`src/rtl/ctrl_seq.sv`:
```
// ctrl_seq: multi-cycle fetch/exec/mem control sequencer with retired-instruction count.
// Optional single-step mode (PAUSE state) enabled by defining CTRL_SEQ_STEP_EN.
module ctrl_seq #(
    parameter int IW      = 9,
    parameter int MEM_LAT = 1,
    parameter int CW      = 16
) (
    input  logic          Clk,
    input  logic          Reset_n,
    input  logic          Start,
    input  logic          Step,
    input  logic [IW-1:0] Instruction,
    output logic          BranchEn,
    output logic          RegWrEn,
    output logic          MemWrEn,
    output logic          ALUEn,
    output logic          LUTdm,
    output logic          Jump,
    output logic          SetInst,
    output logic          PcEn,
    output logic          Busy,
    output logic          Ack,
    output logic [CW-1:0] InstCount
);

`ifdef CTRL_SEQ_STEP_EN
    typedef enum logic [2:0] {
        S_IDLE, S_FETCH, S_EXEC, S_MEM, S_HALT, S_PAUSE
    } state_t;
`else
    typedef enum logic [2:0] {
        S_IDLE, S_FETCH, S_EXEC, S_MEM, S_HALT
    } state_t;
    logic unused_step;
    assign unused_step = Step;
`endif

    state_t        state_q, state_d;
    logic [IW-1:0] ir_q;
    logic [3:0]    wait_q, wait_d;
    logic [CW-1:0] cnt_q;
    logic          cnt_clr;
    logic [3:0]    op;
    logic          is_halt, is_mem, is_alu, is_jmp, is_br;

    assign op      = ir_q[IW-1:IW-4];
    assign is_halt = &ir_q;
    assign is_mem  = op inside {4'h0, 4'h1, 4'h2, 4'h3};
    assign is_alu  = op inside {4'h4, 4'h5, 4'h6, 4'h7, 4'h8, 4'hE};
    assign is_jmp  = op inside {4'h9, 4'hA};
    assign is_br   = op inside {4'hB, 4'hD};

    always_comb begin
        state_d  = state_q;
        wait_d   = wait_q;
        cnt_clr  = 1'b0;
        BranchEn = 1'b0;
        RegWrEn  = 1'b0;
        MemWrEn  = 1'b0;
        ALUEn    = 1'b0;
        LUTdm    = 1'b0;
        Jump     = 1'b0;
        SetInst  = 1'b0;
        PcEn     = 1'b0;
        Busy     = 1'b0;
        Ack      = 1'b0;
        unique case (state_q)
            S_IDLE: begin
                if (Start) begin
                    state_d = S_FETCH;
                    cnt_clr = 1'b1;
                end
            end
            S_FETCH: begin
                Busy    = 1'b1;
                state_d = S_EXEC;
            end
            S_EXEC: begin
                Busy = 1'b1;
                if (is_halt) begin
                    state_d = S_HALT;
                end else if (is_mem) begin
                    state_d = S_MEM;
                    wait_d  = 4'(MEM_LAT - 1);
                end else begin
                    PcEn    = 1'b1;
                    state_d = S_FETCH;
                    unique case (1'b1)
                        is_alu: begin
                            ALUEn   = 1'b1;
                            RegWrEn = 1'b1;
                        end
                        is_jmp: begin
                            ALUEn   = 1'b1;
                            RegWrEn = 1'b1;
                            Jump    = 1'b1;
                            SetInst = 1'b1;
                        end
                        is_br:   BranchEn = 1'b1;
                        default: ;
                    endcase
                end
            end
            S_MEM: begin
                Busy = 1'b1;
                if (wait_q == 4'd0) begin
                    PcEn    = 1'b1;
                    RegWrEn = ~op[1];
                    MemWrEn = op[1];
                    // 0001 and 0010 go through the LUT data path
                    LUTdm   = op[1] ^ op[0];
                    state_d = S_FETCH;
                end else begin
                    wait_d = wait_q - 4'd1;
                end
            end
            S_HALT: begin
                Ack = 1'b1;
                if (Start) begin
                    state_d = S_FETCH;
                    cnt_clr = 1'b1;
                end
            end
`ifdef CTRL_SEQ_STEP_EN
            S_PAUSE: begin
                Busy = 1'b1;
                if (Step) state_d = S_FETCH;
            end
`endif
            default: state_d = S_IDLE;
        endcase
`ifdef CTRL_SEQ_STEP_EN
        if (PcEn) state_d = S_PAUSE;
`endif
    end

    always_ff @(posedge Clk or negedge Reset_n) begin
        if (!Reset_n) begin
            state_q <= S_IDLE;
            ir_q    <= '0;
            wait_q  <= '0;
            cnt_q   <= '0;
        end else begin
            state_q <= state_d;
            wait_q  <= wait_d;
            if (state_q == S_FETCH) ir_q <= Instruction;
            if (cnt_clr)
                cnt_q <= '0;
            else if (PcEn && cnt_q != '1)
                cnt_q <= cnt_q + 1'b1;
        end
    end

    assign InstCount = cnt_q;

endmodule

```
`config.mk`:
```
export PLATFORM = sky130hd
export DESIGN_NAME = ctrl_seq
export DESIGN_NICKNAME = d
export VERILOG_FILES = /design/src/rtl/ctrl_seq.sv
export SDC_FILE = /design/constraint.sdc
export NUM_CORES = 1
export LEC_CHECK = 0
export BUFFER_PORTS_ARGS = -buffer_cell sky130_fd_sc_hd__buf_4
export CORE_ASPECT_RATIO = 2
export CORE_UTILIZATION = 40
export DETAILED_ROUTE_END_ITERATION = 16
export PLACE_DENSITY_LB_ADDON = 0.15
export SLEW_MARGIN = 20
export SYNTH_ARGS = -nofsm -noshare
export SYNTH_HDL_FRONTEND = slang
export SYNTH_SLANG_ARGS = --single-unit
```
`constraint.sdc`:
```
create_clock -name Clk -period 2.4 [get_ports Clk]
set_input_delay 0.48 -clock Clk [delete_from_list [all_inputs] [get_ports Clk]]
set_output_delay 0.48 -clock Clk [all_outputs]
set_load 0.02 [all_outputs]
```
==> results of run 1 <==
## power breakdown
part	leakage, uW	internal, uW	switching [uW]	total (uW)
sequential	0.000420	661	106	767
clock	0.0000541	307	211	518
combinational	0.000593	593	685	1280
total	0.00107	1560	1000	2560
## path summary, 6_finish.rpt
kind | startpoint | endpoint | slack, ns
worst max-delay path | ir_q[6] | RegWrEn | -0.01
worst min-delay path | Reset_n | ir_q[1] | 0.12
worst max register to register | ir_q[5] | InstCount[9] | 0.11
worst min register to register | wait_q[1] | wait_q[1] | 0.50
max in group asynchronous | Reset_n | ir_q[6] | 1.95
min in group Clk | Instruction[6] | ir_q[6] | 0.40
## Yosys cell counts (all sizes together)
cell / n / area share
nor3: 4 / 0.011
and2: 3 / 0.010
a21oi: 12 / 0.033
a22o: 1 / 0.0048
xor2: 1 / 0.0048
nand2b: 2 / 0.0069
o21a: 1 / 0.0041
o211ai: 2 / 0.0082
nand2: 18 / 0.037
a31o: 1 / 0.0048
or4: 6 / 0.025
nor4: 1 / 0.0034
ha: 7 / 0.048
and3: 2 / 0.0069
inv: 8 / 0.016
clkbuf: 1 / 0.0021
nand3: 8 / 0.022
and4: 1 / 0.0048
nor3b: 4 / 0.023
o41ai: 1 / 0.0089
nor4b: 1 / 0.0048
nand3b: 1 / 0.0041
or2: 1 / 0.0034
or3: 7 / 0.024
mux2: 7 / 0.043
nor2: 11 / 0.023
mux2i: 4 / 0.022
dfrtp: 32 / 0.44
or2b: 1 / 0.0041
a311oi: 1 / 0.0048
nand4: 6 / 0.021
o21ai: 12 / 0.033
buf: 6 / 0.025
o311ai: 3 / 0.014
a21o: 1 / 0.0041
o31ai: 8 / 0.033
a21boi: 1 / 0.0041
nor2b: 1 / 0.0034
a41oi: 1 / 0.0048
## layer usage
| layer | share of wire | up-vias |
|---|---|---|
| met1 | 0.36 | 795 |
| li1 | - | 809 |
| met4 | 0.024 | 0 |
| met5 | 0 | - |
| met3 | 0.036 | 10 |
| met2 | 0.58 | 48 |
## area by class of cell
class | count | area share
well taps | 54 | 0.0279
flip-flops and latches | 32 | 0.331
repair buffers | 53 | 0.169
clock inverters | 3 | 0.0176
inverters | 8 | 0.0124
multi-input cells | 142 | 0.413
clock buffers | 5 | 0.0284
## state kept, by name, summed over array words and instances (netlist names)
signal     flops
InstCount     16
ir_q           9
state_q        3
wait_q         4
## per-stage QoR
stage	worst slack, ns	util	setup TNS, ns
after floorplan	0.00906	-	0
after global placement	0.0919	0.511	0
after detailed placement	0.105	0.511	0
after CTS	0.00178	0.554	0
after global routing	-0.0761	0.558	-0.192
final	-0.0102	0.558	-0.0102
## worst register-to-register path, cell delays in order, from the launching register on
cell and delay, ns:
dfrtp_1 0.41, buf_6 0.14, ha_1 0.18, nor4_1 0.29, nor3_1 0.10, o21a_2 0.23, buf_4 0.18, buf_4 0.15
or3_1 0.37, mux2i_1 0.13
## logic make-up after synthesis
| family | Yosys count | share of synthesized area |
|---|---|---|
| buffers and inverters | 15 | 0.0439 |
| XOR/XNOR | 1 | 0.00481 |
| AND/OR/NAND/NOR | 78 | 0.237 |
| adder cells (fa/ha/maj) | 7 | 0.0480 |
| flip-flops | 32 | 0.439 |
| multiplexers | 11 | 0.0652 |
| AO/OA/AOI/OAI | 45 | 0.162 |
## repair_timing
| item | in CTS | in global routing |
|---|---|---|
| setup buffers | 2 | 1 |
| hold buffers | 0 | 0 |
| setup endpoints to repair | 3 | 12 |
| pin swaps | 3 | 3 |
| gates resized for setup | 14 | 4 |
==> flow_metrics.env, run 1 <==
export IMPL_status="complete, but fails checks"
export IMPL_violations="setup timing"
export IMPL_syn_inst=189
export IMPL_dieHeight_um=97.5
export IMPL_gr_total_overflow=0
export IMPL_first_global_vias=1650
export IMPL_syn_to_final_growth_pct=32.7
export IMPL_drt_drc_violations_left=0
export IMPL_drt_iter0_markers=18
export IMPL_place_congestion=0.829
export IMPL_cts_buffers=5
export IMPL_grtUsageTotal=0.205
export IMPL_crit_top_cell="buf_6"
export IMPL_initial_utilization=0.420
export IMPL_ys_types=44
export IMPL_layout_nets=262
export IMPL_cp_top_family="flip-flops"
export IMPL_design_area_um2=2420
export IMPL_seq_area_frac_synth=0.439
export IMPL_setup_viol=1
export IMPL_layout_common_cells="buf_4, dfrtp_1, nand2_1, o21ai_0, nor2_1"
export IMPL_multiInputGateArea_um2=1000
export IMPL_powerDensity_nw_per_um2=1060
export IMPL_cts_num_sinks=32
export IMPL_port_buffers=37
export IMPL_yosysWarnings=0
export IMPL_hold_class="in2async"
export IMPL_vias=1662
export IMPL_die_area_um2=4850
export IMPL_setup_ws_ns=-0.0102
export IMPL_critPathCaptureType="output port"
export IMPL_antenna_found_initial=0
export IMPL_rows=34
export IMPL_hold_viol=0
export IMPL_regArea_um2=802
export IMPL_synth_seq_cells=32
export IMPL_antenna_left=0
export IMPL_use_met2=0.390
export IMPL_core_um2=4340
export IMPL_clk_path_buf_depth=2
export IMPL_p_total_uw=2560
export IMPL_post_route_period_util=1.00
export IMPL_clock_latency_ns=0.29
export IMPL_max_slew_margin=0.701
export IMPL_final_cells=297
export IMPL_grt_max_degree=33
export IMPL_p_leak_uw=0.00107
export IMPL_ios=39
export IMPL_cp_depth=7
export IMPL_routedWlPerCell_um=15.5
export IMPL_cp_start_kind="register"
export IMPL_postSynthAreaPerCell_um2=9.65
export IMPL_worst_r2r_path_depth=9
export IMPL_grt_first_pass_wirelength_um=7470
export IMPL_cp_cell_sequence="ha_4 > buf_6 > or3_4 > a21oi_2 > nor3_2 > a21o_1 > buf_6"
export IMPL_drive_gt1_frac=0.346
export IMPL_worst_path_buf_inv=2
export IMPL_syn_nets=209
export IMPL_cts_tree="built"
export IMPL_rsz0062_at_grt="yes"
export IMPL_synth_area_um2=1820
export IMPL_dieWidth_um=49.7
export IMPL_grt_use_met1=0.205
export IMPL_htreeDepth=2
export IMPL_drv_cap=0
export IMPL_grt_busiest_layer="met2"
export IMPL_max_freq_ghz=0.415
export IMPL_crit_type="reg2out"
export IMPL_cp_slowest_cell="dfrtp_2"
export IMPL_dp_cells=286
export IMPL_critPathMaxFanout=4
export IMPL_nFillCells=424
export IMPL_place_hpwl_um=3440
export IMPL_gr_usage_met3=0.0313
export IMPL_holdWs_ns=0.117
export IMPL_path_clk_slew_ns=0.07
export IMPL_cpPeakStageDelay_ns=0.45
export IMPL_dpl_cell_area_um2=2220
export IMPL_final_common_cell="buf_4"
export IMPL_n_antenna_cell=0
export IMPL_drt_total_wl_um=4620
export IMPL_route_detailed_vias_per_inst=5.60
export IMPL_vdd_drop_max_uv=718
export IMPL_worst_pin_slew_ns=0.445
export IMPL_dr_pass1_iters=4
export IMPL_min_period_ns=2.41
export IMPL_crit_required_ns=1.92
export IMPL_slew_violations=0
export IMPL_fin_skew_ns=0.00485
export IMPL_root_buffer="clkbuf_8"
export IMPL_cp_arrival_ns=1.93
Note: power is estimated with default switching activity, not from simulation.
==> run 2: changes to the inputs <==
- BUFFER_PORTS_ARGS: -buffer_cell sky130_fd_sc_hd__buf_4 -> -buffer_cell sky130_fd_sc_hd__buf_2
==> run 2 against run 1 <==
The flow now finishes without violations; largest power group unchanged; highest routed layer unchanged; sequential power rose by 1%; hold slack improved by 0.14 ns; flip-flop and latch count unchanged; via count fell by 0.96%; maximum frequency rose by 1.9%; global-route usage decreased by 0.28 points; final cell count is 2.4% lower.
==> flow_metrics.env, run 2 (synthesis results as in run 1) <==
export IMPL_status="finished clean"
export IMPL_rsz0062_at_grt="yes"
export IMPL_place_hpwl_um=3370
export IMPL_initial_utilization=0.420
export IMPL_drive_gt1_frac=0.335
export IMPL_hold_class="in2async"
export IMPL_htreeDepth=2
export IMPL_cpPeakStageDelay_ns=0.45
export IMPL_antenna_found_initial=0
export IMPL_cts_tree="built"
export IMPL_crit_type="reg2out"
export IMPL_drt_iter0_markers=31
export IMPL_routedWlPerCell_um=15.9
export IMPL_cts_buffers=5
export IMPL_dieHeight_um=97.5
export IMPL_first_global_vias=1575
export IMPL_min_period_ns=2.37
export IMPL_syn_to_final_growth_pct=26.8
export IMPL_gr_total_overflow=0
export IMPL_place_congestion=0.825
export IMPL_final_common_cell="buf_2"
export IMPL_max_freq_ghz=0.423
export IMPL_route_detailed_vias_per_inst=5.68
export IMPL_slew_violations=0
export IMPL_hold_viol=0
export IMPL_grt_max_degree=33
export IMPL_cp_start_kind="register"
export IMPL_critPathMaxFanout=4
export IMPL_drt_drc_violations_left=0
export IMPL_setup_ws_ns=0.0338
export IMPL_antenna_left=0
export IMPL_vias=1646
export IMPL_largest_reg_flops=16
export IMPL_setup_viol=0
export IMPL_worst_pin_slew_ns=0.734
export IMPL_critPathCaptureType="output port"
export IMPL_max_slew_margin=0.511
export IMPL_holdWs_ns=0.252
export IMPL_port_buffers=37
export IMPL_path_clk_slew_ns=0.07
export IMPL_powerDensity_nw_per_um2=1090
export IMPL_n_antenna_cell=0
export IMPL_p_leak_uw=0.00104
export IMPL_regArea_um2=802
export IMPL_multiInputGateArea_um2=1020
export IMPL_clk_path_buf_depth=2
export IMPL_place_ws_ns=0.157
export IMPL_nFillCells=423
export IMPL_fin_skew_ns=0.00735
export IMPL_cp_slowest_cell="dfrtp_2"
export IMPL_grt_first_pass_wirelength_um=7420
export IMPL_post_route_period_util=0.986
export IMPL_ios=39
export IMPL_layout_common_cells="buf_2, dfrtp_1, nand2_1, o21ai_0, nor2_1"
export IMPL_vdd_drop_max_uv=689
export IMPL_rows=34
export IMPL_drv_cap=0
export IMPL_die_area_um2=4850
export IMPL_dieWidth_um=49.7
export IMPL_dr_pass1_iters=4
export IMPL_root_buffer="clkbuf_8"
export IMPL_cp_cell_sequence="buf_6 > ha_4 > or3_1 > a21oi_2 > nor3_2 > a21o_1 > buf_4"
export IMPL_drt_total_wl_um=4620
export IMPL_ctsHoldBuffers=0
export IMPL_layout_nets=255
export IMPL_cts_num_sinks=32
export IMPL_cp_arrival_ns=1.89
export IMPL_crit_required_ns=1.92
export IMPL_clock_latency_ns=0.28
export IMPL_grtUsageTotal=0.202
export IMPL_core_um2=4340
## run 2: changes by cell type in the layout (fill, tap and decap cells not counted), sizes merged
cell | before | now
clkinvlp | 1 | 0
clkinv | 1 | 0
clkbuf | 5 | 7
buf | 53 | 46
## run 2: per-layer routing
metal  GRT usage  part of all wire
met5           0                 0
met4       0.108             0.029
met3      0.0250             0.033
met2       0.367              0.57
met1       0.216              0.37
## run 2: where the power goes
group	switching [uW]	leakage [uW]	total, uW	internal (uW)
registers	117	0.000420	777	661
logic	677	0.000552	1170	492
clock network	204	0.0000645	571	366
## run 2: critical path, delay by kind of cell (launching register included)
family | cells | cell delay, ns
buffers and inverters | 2 | 0.29
AO/OA/AOI/OAI | 2 | 0.33
flip-flops | 1 | 0.45
AND/OR/NAND/NOR | 2 | 0.39
adder cells (fa/ha/maj) | 1 | 0.15
## run 2: area by class of cell
class,count,share of cell area
Multi-Input combinational cell,142,0.442
Sequential cell,32,0.347
Timing Repair Buffer,46,0.114
Clock buffer,7,0.0417
Tap cell,54,0.0292
Clock inverter,1,0.0130
Inverter,8,0.0130
## run 2: metrics by stage
stage / utilization / setup TNS [ns] / instance area (um2) / total power, uW / std cells
5_1_grt: 0.533 / -0.0744 / 2310 / 2660 / 290
3_3_place_gp: 0.479 / 0 / 2080 / 1770 / 280
4_1_cts: 0.510 / 0 / 2210 / 2370 / 289
6_report: 0.533 / 0 / 2310 / 2520 / 290
3_5_place_dp: 0.479 / 0 / 2080 / 1770 / 280
2_1_floorplan: - / 0 / 1820 / 1470 / 189
## run 2: final timing paths
path,from,slack (ns),end,cells past startpoint
worst max register to register,ir_q[5],0.17,InstCount[11],8
worst min register to register,ir_q[4],0.51,ir_q[4],1
worst max-delay path,ir_q[5],0.03,RegWrEn,7
min in group Clk,Instruction[6],0.41,ir_q[6],3
worst min-delay path,Reset_n,0.25,ir_q[3],1
max in group asynchronous,Reset_n,1.63,ir_q[5],1
## run 2: what timing repair did
action                     CTS  global route
setup endpoints to repair    1             7
pin swaps                    1             5
resized for setup            2            18
buffers inserted             1             1
==> run 3: changes to the inputs <==
- CORE_UTILIZATION: 40 -> 54
==> run 3 against run 2 <==
Total power down 3.2%; cell area shrank 2.8%; sequential share of layout area grew 1.1 points; register-to-register slack improved by 0.03 ns; critical path depth is the same; final cell count fell by 7.9%; hold slack got worse by 0.0076 ns; critical path type unchanged; critical endpoint unchanged.
==> flow_metrics.env, run 3 (synthesis results as in run 1) <==
export IMPL_worst_path_buf_inv=2
export IMPL_max_slew_margin=0.521
export IMPL_critical_path_startpoint="ir_q[6]"
export IMPL_crit_required_ns=1.92
export IMPL_hold_class="in2async"
export IMPL_drt_total_wl_um=4450
export IMPL_rows=29
export IMPL_dieWidth_um=43.1
export IMPL_routedWlPerCell_um=16.7
export IMPL_gr_total_overflow=0
export IMPL_fin_skew_ns=0.00651
export IMPL_rsz0062_at_grt="yes"
export IMPL_cp_top_family="simple AND/OR/NAND/NOR gates"
export IMPL_regArea_um2=805
export IMPL_ios=39
export IMPL_cts_num_sinks=32
export IMPL_drive_gt1_frac=0.339
export IMPL_cts_post_setup_buffers_inserted=0
export IMPL_layout_common_cells="buf_2, dfrtp_1, nand2_1, o21ai_0, nor2_1"
export IMPL_min_period_ns=2.37
export IMPL_cts_tree="built"
export IMPL_place_hpwl_um=3140
export IMPL_vdd_drop_max_uv=688
export IMPL_antenna_found_initial=0
export IMPL_final_common_cell="buf_2"
export IMPL_cp_cell_sequence="inv_4 > ha_2 > or3_1 > a21oi_2 > nor3_1 > a21o_1 > buf_2"
export IMPL_n_antenna_cell=0
export IMPL_drt_drc_violations_left=0
export IMPL_grt_max_degree=33
export IMPL_use_met2=0.502
export IMPL_path_clk_slew_ns=0.07
export IMPL_core_um2=3190
export IMPL_setup_ws_ns=0.0334
export IMPL_first_global_vias=1640
export IMPL_cts_buffers=5
export IMPL_critPathCaptureType="output port"
export IMPL_dieHeight_um=84.2
export IMPL_worst_r2r_path_depth=8
export IMPL_r2r_slack_ns=0.20
export IMPL_nFillCells=274
export IMPL_critPathMaxFanout=6
export IMPL_cpPeakStageDelay_ns=0.44
export IMPL_status="finished clean"
export IMPL_cp_start_kind="register"
export IMPL_clock_latency_ns=0.29
export IMPL_die_area_um2=3630
export IMPL_place_congestion=0.911
export IMPL_vias=1654
export IMPL_antenna_left=0
export IMPL_htreeDepth=2
export IMPL_cp_arrival_ns=1.89
export IMPL_powerDensity_nw_per_um2=1080
export IMPL_grt_use_met1=0.257
export IMPL_utilization=0.704
export IMPL_root_buffer="clkbuf_8"
export IMPL_clk_path_buf_depth=2
export IMPL_post_route_period_util=0.986
export IMPL_max_freq_ghz=0.423
export IMPL_largest_reg_flops=16
export IMPL_multiInputGateArea_um2=998
export IMPL_drv_cap=0
export IMPL_port_buffers=37
export IMPL_grtUsageTotal=0.261
export IMPL_p_leak_uw=0.00103
export IMPL_worst_pin_slew_ns=0.718
export IMPL_crit_type="reg2out"
export IMPL_hold_viol=0
export IMPL_grt_first_pass_wirelength_um=7230
export IMPL_gr_usage_met3=0.0473
export IMPL_dr_pass1_iters=4
export IMPL_route_detailed_vias_per_inst=6.19
export IMPL_place_ws_ns=0.141
export IMPL_cp_slowest_cell="dfrtp_2"
export IMPL_worstReg2RegStart="ir_q[6]"
export IMPL_cp_depth=7
export IMPL_reg2reg_to="InstCount[15]"
export IMPL_initial_utilization=0.571
export IMPL_slew_violations=0
export IMPL_syn_to_final_growth_pct=23.3
export IMPL_grt_busiest_layer="met2"
export IMPL_setup_viol=0
export IMPL_endpoint="RegWrEn"
export IMPL_layout_nets=255
export IMPL_drt_iter0_markers=22
run 3: worst min-delay path by stage:
stage / end / slack, ns
floorplan: InstCount[0] / 0.18
global placement: wait_q[1] / 0.49
detailed placement: ir_q[0] / 0.49
CTS: InstCount[13] / 0.26
global route: InstCount[13] / 0.30
finish: InstCount[13] / 0.24
run 3: layer usage:
metal  up-vias  routed length [um]
li1        792                   -
met2        51                2570
met5         -                   0
met4         0                  85
met1       801                1620
met3        10                 169
run 3: through the flow:
stage / std cells / total power [uW] / cell area, um2 / TNS (ns) / hold slack (ns)
2_1_floorplan: 189 / 1470 / 1820 / 0 / 0.184
3_3_place_gp: 259 / 1760 / 2080 / 0 / 0.489
3_5_place_dp: 259 / 1810 / 2080 / 0 / 0.495
4_1_cts: 267 / 2370 / 2210 / 0 / 0.256
5_1_grt: 267 / 2570 / 2250 / -0.0903 / 0.296
6_report: 267 / 2440 / 2250 / 0 / 0.245
run 3: where the power goes:
group / leakage, uW / total [uW] / internal, uW / switching [uW]
clock network: 0.0000552 / 514 / 308 / 206
logic: 0.000552 / 1130 / 495 / 630
registers: 0.000418 / 798 / 664 / 134
total: 0.00103 / 2440 / 1470 / 970
run 3: what timing repair did:
action	CTS	global route
cloned	0	0
hold buffers	0	0
hold endpoints to repair	0	0
setup endpoints to repair	2	2
resized for setup	7	11
pin swaps	1	0
run 3: area by class of cell:
class,count,area share
multi-input cells,142,0.444
repair buffers,46,0.118
clock inverters,2,0.0156
inverters,8,0.0145
well taps,31,0.0173
clock buffers,6,0.0323
flip-flops and latches,32,0.358
